===== src/rtl/pipe_mem_pkg.sv =====
// Shared definitions for the pipeline memory stage: state encoding, default
// address width and the word-match slice bounds used by the store buffer.
package pipe_mem_pkg;

    typedef enum logic [1:0] {
        IDLE  = 2'd0,
        BUSY  = 2'd1,
        DRAIN = 2'd2
    } mem_state_e;

    localparam int ADDR_BITS_DEF = 32;

    // Word match ignores the byte offset bits below MATCH_LSB.
    localparam int MATCH_LSB = 2;

endpackage


===== src/rtl/pipe_store_buf.sv =====
// One-entry store buffer: holds a pending store (addr/data) and reports a
// word-address match for load forwarding. Capture wins over clear on one edge.
module pipe_store_buf
    import pipe_mem_pkg::*;
#(
    parameter int ADDR_BITS = ADDR_BITS_DEF
) (
    input  logic                          clock,
    input  logic                          resetn,
    input  logic                          cap_i,
    input  logic                          clr_i,
    input  logic [ADDR_BITS-1:0]          cap_addr_i,
    input  logic [31:0]                   cap_data_i,
    input  logic [ADDR_BITS-1:MATCH_LSB]  lookup_i,
    output logic                          full_o,
    output logic [ADDR_BITS-1:0]          addr_o,
    output logic [31:0]                   data_o,
    output logic                          match_o
);

    logic                 full_q;
    logic [ADDR_BITS-1:0] addr_q;
    logic [31:0]          data_q;

    always_ff @(posedge clock or negedge resetn) begin
        if (!resetn) begin
            full_q <= 1'b0;
            addr_q <= '0;
            data_q <= '0;
        end else if (cap_i) begin
            full_q <= 1'b1;
            addr_q <= cap_addr_i;
            data_q <= cap_data_i;
        end else if (clr_i) begin
            full_q <= 1'b0;
        end
    end

    assign full_o  = full_q;
    assign addr_o  = addr_q;
    assign data_o  = data_q;
    assign match_o = full_q && (addr_q[ADDR_BITS-1:MATCH_LSB] == lookup_i);

endmodule


===== src/rtl/pipe_mem_stage.sv =====
// MEM stage of the five-stage pipeline: data-memory access over req/ack with
// stall, plus the MEM/WB register. STORE_BUF_EN adds a one-entry store buffer.
module pipe_mem_stage
    import pipe_mem_pkg::*;
#(
    parameter int ADDR_BITS = ADDR_BITS_DEF
) (
    input  logic                 clock,
    input  logic                 resetn,
    input  logic                 mwreg,
    input  logic                 mm2reg,
    input  logic                 mwmem,
    input  logic [31:0]          malu,
    input  logic [31:0]          mb,
    input  logic [4:0]           mrn,
    output logic                 dm_req,
    output logic                 dm_we,
    output logic [ADDR_BITS-1:0] dm_addr,
    output logic [31:0]          dm_wdata,
    input  logic                 dm_ack,
    input  logic [31:0]          dm_rdata,
    output logic                 stall,
    output logic                 wwreg,
    output logic                 wm2reg,
    output logic [31:0]          wmo,
    output logic [31:0]          walu,
    output logic [4:0]           wrn,
    output mem_state_e           dbg_state
);

    mem_state_e state_q, state_d;

    logic                 drain_req;
    logic                 direct_req;
    logic                 m_done;
    logic                 req_we;
    logic [ADDR_BITS-1:0] req_addr;
    logic [31:0]          req_wdata;
    logic [31:0]          load_data;

`ifdef STORE_BUF_EN
    logic                 buf_cap;
    logic                 buf_clr;
    logic                 buf_full;
    logic [ADDR_BITS-1:0] buf_addr;
    logic [31:0]          buf_data;
    logic                 buf_match;
    logic                 fwd_sel;

    pipe_store_buf #(.ADDR_BITS(ADDR_BITS)) u_store_buf (
        .clock      (clock),
        .resetn     (resetn),
        .cap_i      (buf_cap),
        .clr_i      (buf_clr),
        .cap_addr_i (malu[ADDR_BITS-1:0]),
        .cap_data_i (mb),
        .lookup_i   (malu[ADDR_BITS-1:MATCH_LSB]),
        .full_o     (buf_full),
        .addr_o     (buf_addr),
        .data_o     (buf_data),
        .match_o    (buf_match)
    );

    // A full buffer always drains; the M instruction decides around it.
    always_comb begin
        drain_req  = buf_full;
        direct_req = 1'b0;
        buf_cap    = 1'b0;
        fwd_sel    = 1'b0;
        m_done     = 1'b1;
        if (mwmem) begin
            buf_cap = !buf_full || dm_ack;
            m_done  = buf_cap;
        end else if (mm2reg) begin
            if (!buf_full) begin
                direct_req = 1'b1;
                m_done     = dm_ack;
            end else begin
                fwd_sel = buf_match;
                m_done  = buf_match;
            end
        end
        req_we    = drain_req ? 1'b1     : mwmem;
        req_addr  = drain_req ? buf_addr : malu[ADDR_BITS-1:0];
        req_wdata = drain_req ? buf_data : mb;
        load_data = fwd_sel   ? buf_data : dm_rdata;
    end

    assign buf_clr = drain_req && dm_ack;
`else
    always_comb begin
        drain_req  = 1'b0;
        direct_req = mm2reg || mwmem;
        m_done     = !direct_req || dm_ack;
        req_we     = mwmem;
        req_addr   = malu[ADDR_BITS-1:0];
        req_wdata  = mb;
        load_data  = dm_rdata;
    end
`endif

    // Reset gates the port immediately so an abandoned access is dropped.
    always_comb begin
        dm_req   = 1'b0;
        dm_we    = 1'b0;
        dm_addr  = '0;
        dm_wdata = '0;
        stall    = 1'b0;
        if (resetn) begin
            dm_req   = drain_req || direct_req;
            dm_we    = req_we;
            dm_addr  = req_addr;
            dm_wdata = req_wdata;
            stall    = !m_done;
        end
    end

    always_comb begin
        state_d = IDLE;
        if (drain_req && !dm_ack) begin
            state_d = DRAIN;
        end else if (direct_req && !dm_ack) begin
            state_d = BUSY;
        end
    end

    always_ff @(posedge clock or negedge resetn) begin
        if (!resetn) begin
            state_q <= IDLE;
        end else begin
            state_q <= state_d;
        end
    end

    assign dbg_state = state_q;

    logic        wwreg_q, wm2reg_q;
    logic [31:0] wmo_q, walu_q;
    logic [4:0]  wrn_q;

    // A stalled edge inserts a bubble into W and leaves the data fields alone.
    always_ff @(posedge clock or negedge resetn) begin
        if (!resetn) begin
            wwreg_q  <= 1'b0;
            wm2reg_q <= 1'b0;
            wmo_q    <= '0;
            walu_q   <= '0;
            wrn_q    <= '0;
        end else if (stall) begin
            wwreg_q  <= 1'b0;
            wm2reg_q <= 1'b0;
        end else begin
            wwreg_q  <= mwreg;
            wm2reg_q <= mm2reg;
            walu_q   <= malu;
            wrn_q    <= mrn;
            if (mm2reg) begin
                wmo_q <= load_data;
            end
        end
    end

    assign wwreg  = wwreg_q;
    assign wm2reg = wm2reg_q;
    assign wmo    = wmo_q;
    assign walu   = walu_q;
    assign wrn    = wrn_q;

endmodule


===== config.mk =====
export PLATFORM = sky130hd
export DESIGN_NAME = pipe_mem_stage
export DESIGN_NICKNAME = d
export VERILOG_FILES = /design/src/rtl/pipe_mem_pkg.sv /design/src/rtl/pipe_store_buf.sv /design/src/rtl/pipe_mem_stage.sv
export SDC_FILE = /design/constraint.sdc
export NUM_CORES = 1
export LEC_CHECK = 0
export CORE_MARGIN = 2
export CORE_UTILIZATION = 36
export DETAILED_ROUTE_END_ITERATION = 7
export PLACE_DENSITY = 0.86
export SKIP_CTS_REPAIR_TIMING = 1
export SLEW_MARGIN = 20
export SYNTH_ARGS = -nofsm -noshare
export SYNTH_HDL_FRONTEND = slang
export SYNTH_SLANG_ARGS = --single-unit

===== constraint.sdc =====
create_clock -name clock -period 1.7 [get_ports clock]
set_input_delay 0.34 -clock clock [delete_from_list [all_inputs] [get_ports clock]]
set_output_delay 0.34 -clock clock [all_outputs]
set_load 0.05 [all_outputs]

==> results of run 1 <==
kinds of logic after synthesis:
group	after synthesis	synth area share
DFF	72	0.5730
and+or+nand+nor	72	0.1409
muxes	69	0.2567
buffers and inverters	17	0.02825
other	1	0.001193
power breakdown:
part | total, W | internal [W] | switching [W]
combinational | 0.00230 | 0.000974 | 0.00133
sequential | 0.00199 | 0.00189 | 0.0000961
clock | 0.00149 | 0.000897 | 0.000593
total | 0.00578 | 0.00376 | 0.00202
critical path: cells and delay by family:
kind	cells	cell delay (ns)
and+or+nand+nor	1	0.19
buffers and inverters	2	0.68
Yosys cell counts:
master    count  share of area
dfrtp_1      72           0.57
mux2_2       61           0.22
nand2_1       1         0.0012
conb_1        1         0.0012
buf_2         5         0.0080
buf_4         1         0.0024
nor2_1        2         0.0024
buf_6         2         0.0072
inv_1         2         0.0024
nand2b_1      1         0.0020
mux2_4        8          0.038
nor2b_1       1         0.0020
or2_1         1         0.0020
clkbuf_1      7         0.0084
and2_1       66           0.13
per-stage QoR:
| step | hold WS (ns) | area [um^2] | std cells |
|---|---|---|---|
| final | 0.002633 | 6479 | 594 |
| after detailed placement | 0.3352 | 6238 | 579 |
| after global placement | 0.3280 | 6238 | 579 |
| after CTS | -0.03171 | 6459 | 594 |
| after global routing | 0.006561 | 6479 | 594 |
| after floorplan | 0.04441 | 3144 | 231 |
flip-flops by register name (all words and copies together) (netlist names):
register,count
dbg_state,1
wm2reg,1
wwreg,1
wrn,5
wmo,32
walu,32
per-layer routing:
metal | GRT usage | routed length, um | vias to the layer above
met5 | 0 | 0 | -
met4 | 0.07799 | 251 | 0
met3 | 0.05827 | 674 | 19
met2 | 0.4005 | 5764 | 138
met1 | 0.2498 | 3995 | 1323
li1 | - | - | 1259
final cells by class:
class,count,area share
flip-flops and latches,72,0.2781
multi-input cells,142,0.1954
clock buffers,12,0.02395
clock inverters,3,0.01004
repair buffers,255,0.4705
inverters,2,0.001159
well taps,108,0.02086
worst max-delay path by stage:
stage | depth (start not counted) | from | end
after floorplan | 5 | dm_ack | stall
after global placement | 5 | dm_ack | walu[9]
after detailed placement | 5 | dm_ack | walu[4]
after CTS | 5 | dm_ack | stall
after global routing | 3 | malu[28] | dm_addr[28]
final | 3 | malu[23] | dm_addr[23]
==> metrics.txt, run 1 <==
outcome=completed; die width=just under 100 um; WP data required=1.36 ns; # DRC=0; critical setup path kind=primary input to primary output; fin nets=589; RSZ-0062 raised after global routing=false; clk buf depth=2; GRT Overall Usage=0.2209; synthesized instance count=231; Design Power=0.005781 W; First DRT Iteration DRCs=60; hpwl dp=a little under 9000 um; Sequential Area=1802 um^2; Clock Latency Late Sink=0.33 ns; worst min-delay path class=primary input to asynchronous set/reset pin; area of the multi-input gates=about 1300 um^2; Core ar.=8593 um^2; vias in the first global route=~3000; Cell variety after synth=15; DRT Pass-1 Iters=3; Leak=2.926 nW; Synth Net Count=338; Max Freq=644.1 MHz; fillers=around 530; Initial Util=0.3659; initial antenna violation count=0; top-level I/O count=247; CTS tree=built; pre-CTS setup slack=-0.2328 ns; Root Buffer Master=clkbuf_8; Slowest cell on crit path=clkdlybuf4s50_1; Final Cycle Share=0.9132; DR WL/cell=17.99 um; critical path arrival=1.21 ns; worst-path fanout max=2; Seq cells post-synth=72; most frequent cells in the layout=clkdlybuf4s50_1, buf_4, dfrtp_1, buf_12, and2_1; Setup TNS=0 ns; diode count=0; input/output buffers=245; YS warnings=0; Cell Chain, Critical Path=clkdlybuf4s50_1 > and2_1 > buf_12; Layout Utilization=0.7539; final worst setup slack=between 0.1 and 0.15 ns; number of max-cap violations=0; clock-pin slew on the worst setup and hold paths=roughly 0.070 ns; WL final=between 10000 and 15000 um; via count=approximately 2700; Sink Count=72; register-to-register setup slack=roughly 0.91 ns; clk_skew=0 ns; ANT nets after route=0; pin count of the biggest net entering global routing=68; CP max stage delay=approximately 0.54 ns; R2R Path End=wmo[29]; Area Growth Syn to Fin=106.0%; share of layout cells above drive strength 1=0.4877; GRT overflow=0; Num CTS Buffers=9; chip height=97.46 um; FF-to-FF path depth=1; Seq/Total Area, Yosys=0.5730; commonest non-fill, non-tap cell in the layout=clkdlybuf4s50_1; crit end category=primary output; Peak supply drop=0.6289 mV; Min Clock Period, post-route=1.552 ns; drt via density=4.611; average size of a mapped cell=13.61 um^2; Critical Path Source Type=primary input; count of final setup violators=0; R2R Path Start=wmo[29]; final RePlAce weighted congestion=between 0.8 and 0.9; first-pass GRT wire length=16320 um; pins over their slew limit=0; Pwr Density=between 800 and 900 nW/um^2; DIE AREA=~9500 um^2; FP Rows=34; H-Tree Depth=3; Final Hold Viols=0; mapped cell area=3144 um^2
Note: power is estimated with default switching activity, not from simulation.
==> inputs of run 2 (changes only) <==
- HOLD_SLACK_MARGIN: default -> 0.06
==> metrics.txt, run 2 (same netlist as run 1, synthesis figures left out) <==
Crit path buffers/inverters=2 (unchanged); Sink Count=72 (unchanged); most frequent cells in the layout=clkdlybuf4s50_1, buf_4, dfrtp_1, buf_12, and2_1; Initial Util=0.3659 (unchanged); First DRT Iteration DRCs=45 (-25%); Max Freq=648.5 MHz (+0.67%); DIE AREA=9497 um^2 (unchanged); initial antenna violation count=0 (unchanged); GRT overflow=0 (unchanged); FP Rows=34 (unchanged); Root Buffer Master=clkbuf_8; hpwl dp=8728 um (unchanged); CP top delay family=buffers and inverters; input/output buffers=245 (unchanged); clk_skew=0 ns (unchanged); # DRC=0 (unchanged); final worst setup slack=0.1579 ns (+0.01038 ns); pre-CTS setup slack=-0.2328 ns (unchanged); GRT Overall Usage=0.2209 (unchanged); Critical Path Source Type=primary input; Sequential Area=1802 um^2 (unchanged); critical setup path kind=primary input to primary output; drt via density=4.696 (+1.8%); top-level I/O count=247 (unchanged); Area Growth Syn to Fin=107.0%; fillers=522 (-1.1%); WP depth=3 (unchanged); DR WL/cell=18.34 um (+1.9%); Slowest cell on crit path=clkdlybuf4s50_1; pin count of the biggest net entering global routing=68 (unchanged); pins over their slew limit=0 (unchanged); diode count=0 (unchanged); Cell Chain, Critical Path=clkdlybuf4s50_1 > and2_1 > buf_12; Final Cycle Share=0.9071 (-0.006109); Layout Utilization=0.7574 (+0.003495); RSZ-0062 raised after global routing=false; number of max-cap violations=0 (unchanged); clock share of power=0.257 (about the same); count of final setup violators=0 (unchanged); outcome=completed; DRT Pass-1 Iters=4 (+1); dpl cells=579 (unchanged); clock-pin slew on the worst setup and hold paths=0.07 ns (about the same); final RePlAce weighted congestion=0.8285 (unchanged); chip height=97.46 um (unchanged); worst-path fanout max=2 (unchanged); worst min-delay path class=primary input to asynchronous set/reset pin; Final Hold Viols=0 (unchanged); share of layout cells above drive strength 1=0.4877 (about the same); ANT nets after route=0 (unchanged); Clock Latency Late Sink=0.33 ns (about the same); Non-Filler Instances=596 (+0.34%); Pwr Density=890.1 nW/um^2 (-0.25%); clk buf depth=2 (unchanged); Comb pwr share=0.400 (about the same); commonest non-fill, non-tap cell in the layout=clkdlybuf4s50_1; cell-internal power=0.003768 W (+0.17%); Core ar.=8593 um^2 (unchanged); area of the multi-input gates=1266 um^2 (unchanged); WP data required=1.36 ns (about the same); crit end category=primary output; FF-to-FF path depth=1 (unchanged); vias in the first global route=2983 (unchanged); WL final=10930 um (+2.3%); Leak=2.940 nW (+0.46%); H-Tree Depth=3 (unchanged); Sw Ratio=0.3496 (about the same); P_sw=0.002025 W (+0.30%); die width=97.46 um (unchanged); fin nets=591 (+0.34%); first-pass GRT wire length=16320 um (unchanged); CP max stage delay=0.53 ns (about the same); critical path arrival=1.20 ns (about the same); Min Clock Period, post-route=1.542 ns (-0.01038 ns); register-to-register setup slack=0.91 ns (about the same); via count=2799 (+2.2%); Peak supply drop=0.6289 mV (about the same); Num CTS Buffers=9 (unchanged); Reg power frac=0.343 (about the same); CTS tree=built
run 2: worst min-delay path, cell delays in order:
cell and delay [ns]:
buf_4 0.12, buf_12 0.20, buf_12 0.20
run 2: power by group through the flow:
stage / clock network [W] / registers, W / logic [W]
global placement: 0 / 0.00201 / 0.00228
detailed placement: 0 / 0.00202 / 0.00232
floorplan: 0 / 0.00264 / 0.000611
finish: 0.00149 / 0.00199 / 0.00232
global route: 0.00160 / 0.00201 / 0.00239
CTS: 0.00154 / 0.00199 / 0.00232
run 2: layout make-up:
type / instances / share of cell area
well taps: 108 / 0.02076
inverters: 2 / 0.001153
clock inverters: 3 / 0.009996
clock buffers: 12 / 0.02384
flip-flops and latches: 72 / 0.2768
multi-input cells: 142 / 0.1945
repair buffers: 257 / 0.4729
run 2: worst paths after layout:
| path | startpoint | end |
|---|---|---|
| max | malu[23] | dm_addr[23] |
| min | resetn | walu[25] |
| max reg2reg | wmo[29] | wmo[29] |
| min reg2reg | wmo[2] | wmo[2] |
| max in group asynchronous | resetn | wmo[15] |
| min in group clock | dm_ack | dbg_state[0] |
run 2: routing by layer:
metal | vias to the layer above | track usage | part of all wire
li1 | 1265 | - | -
met1 | 1358 | 0.2498 | 0.37
met2 | 151 | 0.4005 | 0.53
met3 | 25 | 0.05827 | 0.068
met4 | 0 | 0.07799 | 0.027
met5 | - | 0 | 0
run 2: metrics by stage:
step / hold WS, ns / total power (W) / setup TNS, ns / instance area, um^2
2_1_floorplan: 0.04441 / 0.003251 / 0 / 3144
3_3_place_gp: 0.3280 / 0.004289 / -9.616 / 6238
3_5_place_dp: 0.3352 / 0.004334 / -11.89 / 6238
4_1_cts: -0.03171 / 0.005843 / -0.2130 / 6459
5_1_grt: 0.1905 / 0.005995 / 0 / 6509
6_report: 0.1817 / 0.005793 / 0 / 6509
